--- src/rtl/mult_datapath.sv ---
// Shift-add multiplier datapath: product/carry/multiplicand registers and iteration counter.
// Optional MULT_OVF_EN: drive ovf when the finished product exceeds WIDTH bits.
module mult_datapath #(
  parameter int WIDTH = 32
) (
  input  logic               clk,
  input  logic               rst,
  input  logic               wrt,
  input  logic               add,
  input  logic               shr,
  input  logic               incr,
  input  logic [WIDTH-1:0]   a,
  input  logic [WIDTH-1:0]   b,
  output logic               less32,
  output logic               done,
  output logic [2*WIDTH-1:0] product,
  output logic               ovf
);

  localparam int CW = $clog2(WIDTH) + 1;
  localparam logic [CW-1:0] CMAX = CW'(WIDTH);

  logic [2*WIDTH-1:0] p_q, p_d;
  logic [WIDTH-1:0]   m_q, m_d;
  logic               c_q, c_d;
  logic [CW-1:0]      cnt_q, cnt_d;

  logic [WIDTH:0]     sum;
  logic [WIDTH:0]     hi;
  logic [2*WIDTH:0]   cp;

  always_comb begin
    sum   = {1'b0, p_q[2*WIDTH-1:WIDTH]} + {1'b0, m_q};
    hi    = {c_q, p_q[2*WIDTH-1:WIDTH]};
    if (add && p_q[0]) hi = sum;
    cp    = {hi, p_q[WIDTH-1:0]};
    p_d   = p_q;
    c_d   = c_q;
    m_d   = m_q;
    cnt_d = cnt_q;
    if (wrt) begin
      p_d   = {{WIDTH{1'b0}}, b};
      m_d   = a;
      c_d   = 1'b0;
      cnt_d = '0;
    end else begin
      // Sum lands first; a same-cycle shift consumes the carry.
      if (shr) begin
        p_d = cp[2*WIDTH:1];
        c_d = 1'b0;
      end else begin
        p_d = cp[2*WIDTH-1:0];
        c_d = cp[2*WIDTH];
      end
      if (incr && (cnt_q < CMAX)) cnt_d = cnt_q + 1'b1;
    end
  end

  always_ff @(posedge clk) begin
    if (rst) begin
      p_q   <= '0;
      m_q   <= '0;
      c_q   <= 1'b0;
      cnt_q <= '0;
    end else begin
      p_q   <= p_d;
      m_q   <= m_d;
      c_q   <= c_d;
      cnt_q <= cnt_d;
    end
  end

  assign product = p_q;
  assign less32  = (cnt_q < CMAX);
  assign done    = (cnt_q == CMAX);

`ifdef MULT_OVF_EN
  assign ovf = done & (|p_q[2*WIDTH-1:WIDTH]);
`else
  assign ovf = 1'b0;
`endif

endmodule

--- config.mk ---
export PLATFORM = sky130hd
export DESIGN_NAME = mult_datapath
export DESIGN_NICKNAME = d
export VERILOG_FILES = /design/src/rtl/mult_datapath.sv
export SDC_FILE = /design/constraint.sdc
export NUM_CORES = 1
export LEC_CHECK = 0
export BUFFER_PORTS_ARGS = -buffer_cell sky130_fd_sc_hd__buf_2
export CAP_MARGIN = 0
export CORE_ASPECT_RATIO = 1.2
export CORE_UTILIZATION = 50
export CTS_CLUSTER_DIAMETER = 200
export DETAILED_ROUTE_END_ITERATION = 6
export PLACE_DENSITY = 0.77
export SETUP_SLACK_MARGIN = 0.1
export SYNTH_ARGS = -nofsm -noshare
export SYNTH_HDL_FRONTEND = slang
export SYNTH_SLANG_ARGS = --single-unit
--- constraint.sdc ---
create_clock -name clk -period 2.41 [get_ports clk]
set_input_delay 0 -clock clk [delete_from_list [all_inputs] [get_ports clk]]
set_output_delay 0 -clock clk [all_outputs]
set_load 0.03 [all_outputs]
==> results of run 1 <==
==> state kept, by name, summed over array words and instances (netlist names) <==
signal,cells
cnt_q,6
m_q,32
product,64
c_q,1
==> repair_timing <==
item / CTS / global route
hold buffers: 64 / 0
setup endpoints to repair: 19 / 26
setup buffers: 6 / 5
resized for setup: 33 / 41
pin swaps: 25 / 13
hold endpoints to repair: 64 / 0
==> where the power goes <==
group          switching, mW  internal [mW]  leakage, nW
clock network          0.740          0.736        0.144
registers             0.0652           1.78        0.859
logic                  0.510          0.428         3.19
total                   1.32           2.94         4.19
==> synth_stat cells, drive strengths merged, types with 2 or more instances <==
master and count:
a211o 3, a211oi 16, a21boi 3, a21o 10, a21oi 96, a221oi 2
a311oi 6, a31oi 4, and2 8, and3 10, buf 16, clkbuf 35
dfxtp 103, ha 34, inv 13, mux2 3, mux2i 71, mux4 2
nand2 58, nand2b 7, nand3 11, nand3b 3, nand4 4, nor2 136
nor2b 3, nor3 16, nor3b 2, nor4 3, o211a 4, o211ai 4
o21a 5, o21ai 42, o21bai 4, o22ai 2, or2 2, or3 3
xnor2 11, xor2 14
==> per-layer routing <==
metal | vias to the layer above | track usage | wire length, um
met5 | - | 0 | 0
met4 | 0 | 0.146 | 687
met3 | 59 | 0.0392 | 955
met2 | 240 | 0.509 | 9560
met1 | 3142 | 0.316 | 7510
li1 | 3257 | - | -
==> how the worst min path moves through the flow <==
| stage | startpoint | end | slack (ns) |
|---|---|---|---|
| 6_report | rst | product[14] | 0.06 |
| 5_1_grt | rst | m_q[17] | 0.07 |
| 4_1_cts | rst | product[14] | 0.04 |
| 3_5_place_dp | b[11] | product[11] | 0.23 |
| 3_3_place_gp | b[22] | product[22] | 0.23 |
| 2_1_floorplan | b[0] | product[0] | 0.14 |
==> metrics by stage <==
step	area, um2	hold slack [ns]	setup slack (ns)	setup TNS (ns)	utilization
after floorplan	6430	0.143	-0.0478	-0.0821	-
after global placement	7750	0.228	-0.110	-0.528	0.637
after detailed placement	7750	0.234	-0.164	-1.13	0.637
after CTS	8870	0.0447	-0.141	-0.653	0.729
after global routing	9030	0.0685	-0.221	-2.02	0.742
final	9030	0.0585	-0.159	-0.638	0.742
==> kinds of logic after synthesis <==
kind of cell    share of synthesized area
other cells                      0.000600
simple gates                        0.191
xor+xnor                           0.0350
compound gates                      0.206
buf+inv                            0.0398
mux                                 0.127
fa+ha+maj                          0.0712
flops                               0.330
==> area by class of cell <==
| class | instances | area (um2) | area share |
|---|---|---|---|
| antenna | 1 | 2.50 | 0.000277 |
| clock buffer | 9 | 225 | 0.0250 |
| clock inverter | 7 | 72.6 | 0.00804 |
| inverter | 14 | 52.6 | 0.00582 |
| multi-input combinational | 614 | 4320 | 0.479 |
| sequential | 103 | 2110 | 0.234 |
| tap | 161 | 201 | 0.0223 |
| timing repair buffer | 289 | 2040 | 0.226 |
==> flow_metrics.env, run 1 <==
export IMPL_outcome="finished with violations"
export IMPL_violations="negative setup slack"
export IMPL_finalWorstSetupSlack_ns=-0.159
export IMPL_final_common_cell="nor2_1"
export IMPL_required_ns=2.70
export IMPL_finalNetCount=1136
export IMPL_relSlewSlack=0.602
export IMPL_power_density_nw_per_um2=472
export IMPL_grt_first_pass_wirelength_um=29600
export IMPL_drive_gt1_frac=0.329
export IMPL_drc=0
export IMPL_fillers=881
export IMPL_io_pins=137
export IMPL_cts_sink_count=103
export IMPL_hpwl_um=12100
export IMPL_worstMarginPinSlew_ns=0.597
export IMPL_fp_dieW_um=104
export IMPL_synth_area_leaders="dfxtp_1 33%, mux2i_1 11%, nor2_1 8.2%"
export IMPL_start_util=0.514
export IMPL_cap_violations=0
export IMPL_async_reset_ff_frac=0
export IMPL_core_area_um2=12200
export IMPL_antenna_found_initial=1
export IMPL_grt_max_degree=97
export IMPL_htreeDepth=3
export IMPL_fin_crit_ns=2.57
export IMPL_critPathMaxFanout=4
export IMPL_startpoint="product[36]"
export IMPL_io_buffers=135
export IMPL_place_congestion=0.922
export IMPL_final_antenna_net_count=0
export IMPL_postSynthCellCount=782
export IMPL_dp_cells=1108
export IMPL_crit_cells=12
export IMPL_power_leakage_nw=4.19
export IMPL_crit_chain="ha_4, buf_6, a21oi_4, nand2_2, o211ai_2, a211oi_2, buf_4, o21ai_4, nand2_4, a311o_1, mux2_4, nor3_2"
export IMPL_yosysSeqAreaShare=0.330
export IMPL_firstDrtPassIters=5
export IMPL_std_cell_rows=44
export IMPL_numCtsBuffers=9
export IMPL_synth_cell_types=63
export IMPL_rsz0062_at_grt="true"
export IMPL_wl_per_cell_um=15.6
export IMPL_clock_skew_ns=0.0127
export IMPL_finalPower_mw=4.26
export IMPL_route_vias_total=6698
export IMPL_cp_start_kind="flop"
export IMPL_r2r_end="product[61]"
export IMPL_hp_class="input pin to flop"
export IMPL_rrSetupSlack_ns=-0.16
export IMPL_path_delay_family="compound AO/OA/AOI/OAI gates"
export IMPL_hold_depth=2
export IMPL_clk_path_buf_depth=2
export IMPL_final_cell_mix="135 x nor2_1, 134 x buf_2, 84 x buf_4"
export IMPL_area_growth_pct=44.3
export IMPL_avgSynthCellArea_um2=8.00
export IMPL_synthFlopType="dfxtp_1"
export IMPL_fin_crit_sh=1.07
export IMPL_clk_latency_ns=0.36
export IMPL_cp_arrival_ns=2.86
export IMPL_grt_use_total=0.280
export IMPL_drtIter0Drc=371
export IMPL_hold_viol_final=0
export IMPL_crit_end="product[61]"
export IMPL_endpoint_kind="flop"
export IMPL_r2r_cells=12
export IMPL_cts_clk_slew_worst_paths_ns=0.08
export IMPL_dieArea_um2=13000
export IMPL_finalSetupViolCount=11
export IMPL_yosys_area_top_type="dfxtp_1"
export IMPL_grt_overflow=0
export IMPL_ys_warnings_count=0
export IMPL_crit_buf_inv=2
export IMPL_finalMaxSlewViolations=0
export IMPL_fmax_mhz=389
export IMPL_cts_tree="yes"
export IMPL_slowest_stage="a311o_1"
export IMPL_final_cells=1198
export IMPL_cts_root_buffer="clkbuf_16"
export IMPL_avgViaCountPerCell=5.59
export IMPL_syn_area_um2=6250
export IMPL_syn_nets=887
export IMPL_r2r_start="product[36]"
export IMPL_die_h_um=125
export IMPL_vdd_drop_max_v=0.000340
export IMPL_yosys_area_top_type_share=0.330
export IMPL_slowest_delay_ns=0.37
export IMPL_crit_type="flop to flop"
export IMPL_wirelength_um=18700
export IMPL_synth_edf_count=0
export IMPL_grt_pass1_vias=6470
export IMPL_ys_ff_latch=103
Note: power is estimated with default switching activity, not from simulation.
==> inputs of run 2 (changes only) <==
--- a/config.mk
+++ b/config.mk
@@ -12,6 +12,7 @@
 export CTS_CLUSTER_DIAMETER = 200
 export DETAILED_ROUTE_END_ITERATION = 6
 export PLACE_DENSITY = 0.77
+export RECOVER_POWER = 50
 export SETUP_SLACK_MARGIN = 0.1
 export SYNTH_ARGS = -nofsm -noshare
 export SYNTH_HDL_FRONTEND = slang
==> run 2 against run 1 <==
  * The flow finishes with violations (max-capacitance violations, max-slew violations, negative setup slack)
  * Design area fell by 0.44%
  * Core utilization fell by 0.33 points
  * Clock skew rose by 0.0013 ns
==> flow_metrics.env, run 2 (synthesis results as in run 1) <==
export IMPL_r2r_end="product[61]"
export IMPL_dp_cells=1108
export IMPL_grt_max_degree=97
export IMPL_worstMarginPinSlew_ns=2.26
export IMPL_std_cell_rows=44
export IMPL_final_antenna_net_count=0
export IMPL_power_leakage_nw=4.11
export IMPL_cts_clk_slew_worst_paths_ns=0.08
export IMPL_required_ns=2.70
export IMPL_cp_arrival_ns=2.86
export IMPL_finalPower_mw=4.26
export IMPL_clock_skew_ns=0.0140
export IMPL_clk_path_buf_depth=2
export IMPL_cp_start_kind="flop"
export IMPL_rrSetupSlack_ns=-0.16
export IMPL_firstDrtPassIters=5
export IMPL_numCtsBuffers=9
export IMPL_grt_pass1_vias=6470
export IMPL_relSlewSlack=-0.508
export IMPL_r2r_cells=12
export IMPL_power_density_nw_per_um2=474
export IMPL_antenna_found_initial=1
export IMPL_grt_first_pass_wirelength_um=29600
export IMPL_htreeDepth=3
export IMPL_fin_crit_sh=1.07
export IMPL_vdd_drop_max_v=0.000340
export IMPL_core_area_um2=12200
export IMPL_finalMaxSlewViolations=97
export IMPL_violations="max-capacitance violations, max-slew violations, negative setup slack"
export IMPL_fp_dieW_um=104
export IMPL_hold_viol_final=0
export IMPL_final_common_cell="nor2_1"
export IMPL_die_h_um=125
export IMPL_final_seq_area_um2=2110
export IMPL_grt_overflow=0
export IMPL_start_util=0.514
export IMPL_io_buffers=135
export IMPL_avgViaCountPerCell=5.58
export IMPL_cts_tree="yes"
export IMPL_hpwl_um=12100
export IMPL_r2r_start="product[36]"
export IMPL_drive_gt1_frac=0.312
export IMPL_grt_use_total=0.280
export IMPL_area_growth_pct=43.7
export IMPL_finalNetCount=1136
export IMPL_largest_reg_flops=64
export IMPL_final_cells=1198
export IMPL_final_cell_area_um2=8990
export IMPL_drc=0
export IMPL_cts_root_buffer="clkbuf_16"
export IMPL_route_vias_total=6684
export IMPL_critPathMaxFanout=4
export IMPL_finalSetupViolCount=10
export IMPL_dieArea_um2=13000
export IMPL_place_congestion=0.922
export IMPL_multi_input_area_um2=4320
export IMPL_rsz0062_at_grt="true"
export IMPL_fillers=893
export IMPL_drtIter0Drc=355
export IMPL_cts_sink_count=103
export IMPL_outcome="finished with violations"
export IMPL_cap_violations=1
export IMPL_crit_end="product[61]"
export IMPL_finalWorstSetupSlack_ns=-0.162
export IMPL_io_pins=137
export IMPL_crit_type="flop to flop"
export IMPL_fin_crit_ns=2.57
export IMPL_postPlaceCellArea_um2=7750
export IMPL_endpoint_kind="flop"
export IMPL_wl_per_cell_um=15.7
export IMPL_clk_latency_ns=0.37
export IMPL_startpoint="product[36]"
export IMPL_hp_class="input pin to flop"
export IMPL_wirelength_um=18800
export IMPL_final_cell_mix="135 x nor2_1, 117 x buf_2, 83 x buf_4"
export IMPL_fmax_mhz=389
[run 2: cell count changes in the layout (fill, tap and decap cells not counted)]
cell | previous run | this run
buf_2 | 134 | 117
clkbuf_1 | 0 | 18
buf_12 | 2 | 1
buf_4 | 84 | 83
clkbuf_2 | 0 | 1
[run 2: layout make-up]
type | count | share of cell area
Clock inverter | 7 | 0.00808
Sequential cell | 103 | 0.235
Timing Repair Buffer | 289 | 0.222
Tap cell | 161 | 0.0224
Inverter | 14 | 0.00585
Clock buffer | 9 | 0.0251
Antenna cell | 1 | 0.000278
Multi-Input combinational cell | 614 | 0.481
[run 2: worst min path at each step]
stage	from	end	slack, ns	cells past startpoint
2_1_floorplan	b[0]	product[0]	0.14	2
6_report	rst	product[14]	0.05	2
3_5_place_dp	b[11]	product[11]	0.23	3
4_1_cts	rst	product[14]	0.04	2
5_1_grt	rst	m_q[17]	0.07	2
3_3_place_gp	b[22]	product[22]	0.23	3
[run 2: routing by layer]
| metal | vias to the layer above | wire length, um | track usage |
|---|---|---|---|
| met5 | - | 0 | 0 |
| met4 | 0 | 590 | 0.146 |
| li1 | 3254 | - | - |
| met2 | 230 | 9610 | 0.509 |
| met3 | 49 | 963 | 0.0392 |
| met1 | 3151 | 7590 | 0.316 |
[run 2: where the power goes]
| part | internal, mW | leakage, nW | switching (mW) | total [mW] |
|---|---|---|---|---|
| clock | 0.736 | 0.144 | 0.745 | 1.48 |
| sequential | 1.78 | 0.859 | 0.0657 | 1.84 |
| combinational | 0.426 | 3.11 | 0.509 | 0.935 |
[run 2: metrics by stage]
step / hold slack [ns] / TNS [ns] / utilization / setup slack, ns
2_1_floorplan: 0.143 / -0.0821 / - / -0.0478
3_3_place_gp: 0.228 / -0.528 / 0.637 / -0.110
3_5_place_dp: 0.234 / -1.13 / 0.637 / -0.164
4_1_cts: 0.0447 / -0.653 / 0.729 / -0.141
5_1_grt: 0.0686 / -2.02 / 0.739 / -0.221
6_report: 0.0531 / -0.648 / 0.739 / -0.162
[run 2: worst max-delay path: stages (launching register included)]
cell	delay, ns
dfxtp_4	0.35
ha_4	0.25
buf_6	0.13
a21oi_4	0.14
nand2_2	0.08
o211ai_2	0.18
a211oi_2	0.09
buf_4	0.17
o21ai_4	0.20
nand2_4	0.10
a311o_1	0.37
mux2_4	0.31
nor3_2	0.12
[run 2: repair_timing]
action	in CTS	in global routing
hold buffers	64	0
endpoints found under the setup margin	19	26
endpoints found under the hold margin	64	0
gates resized for setup	33	41
setup buffers	6	5
pin swaps	25	13
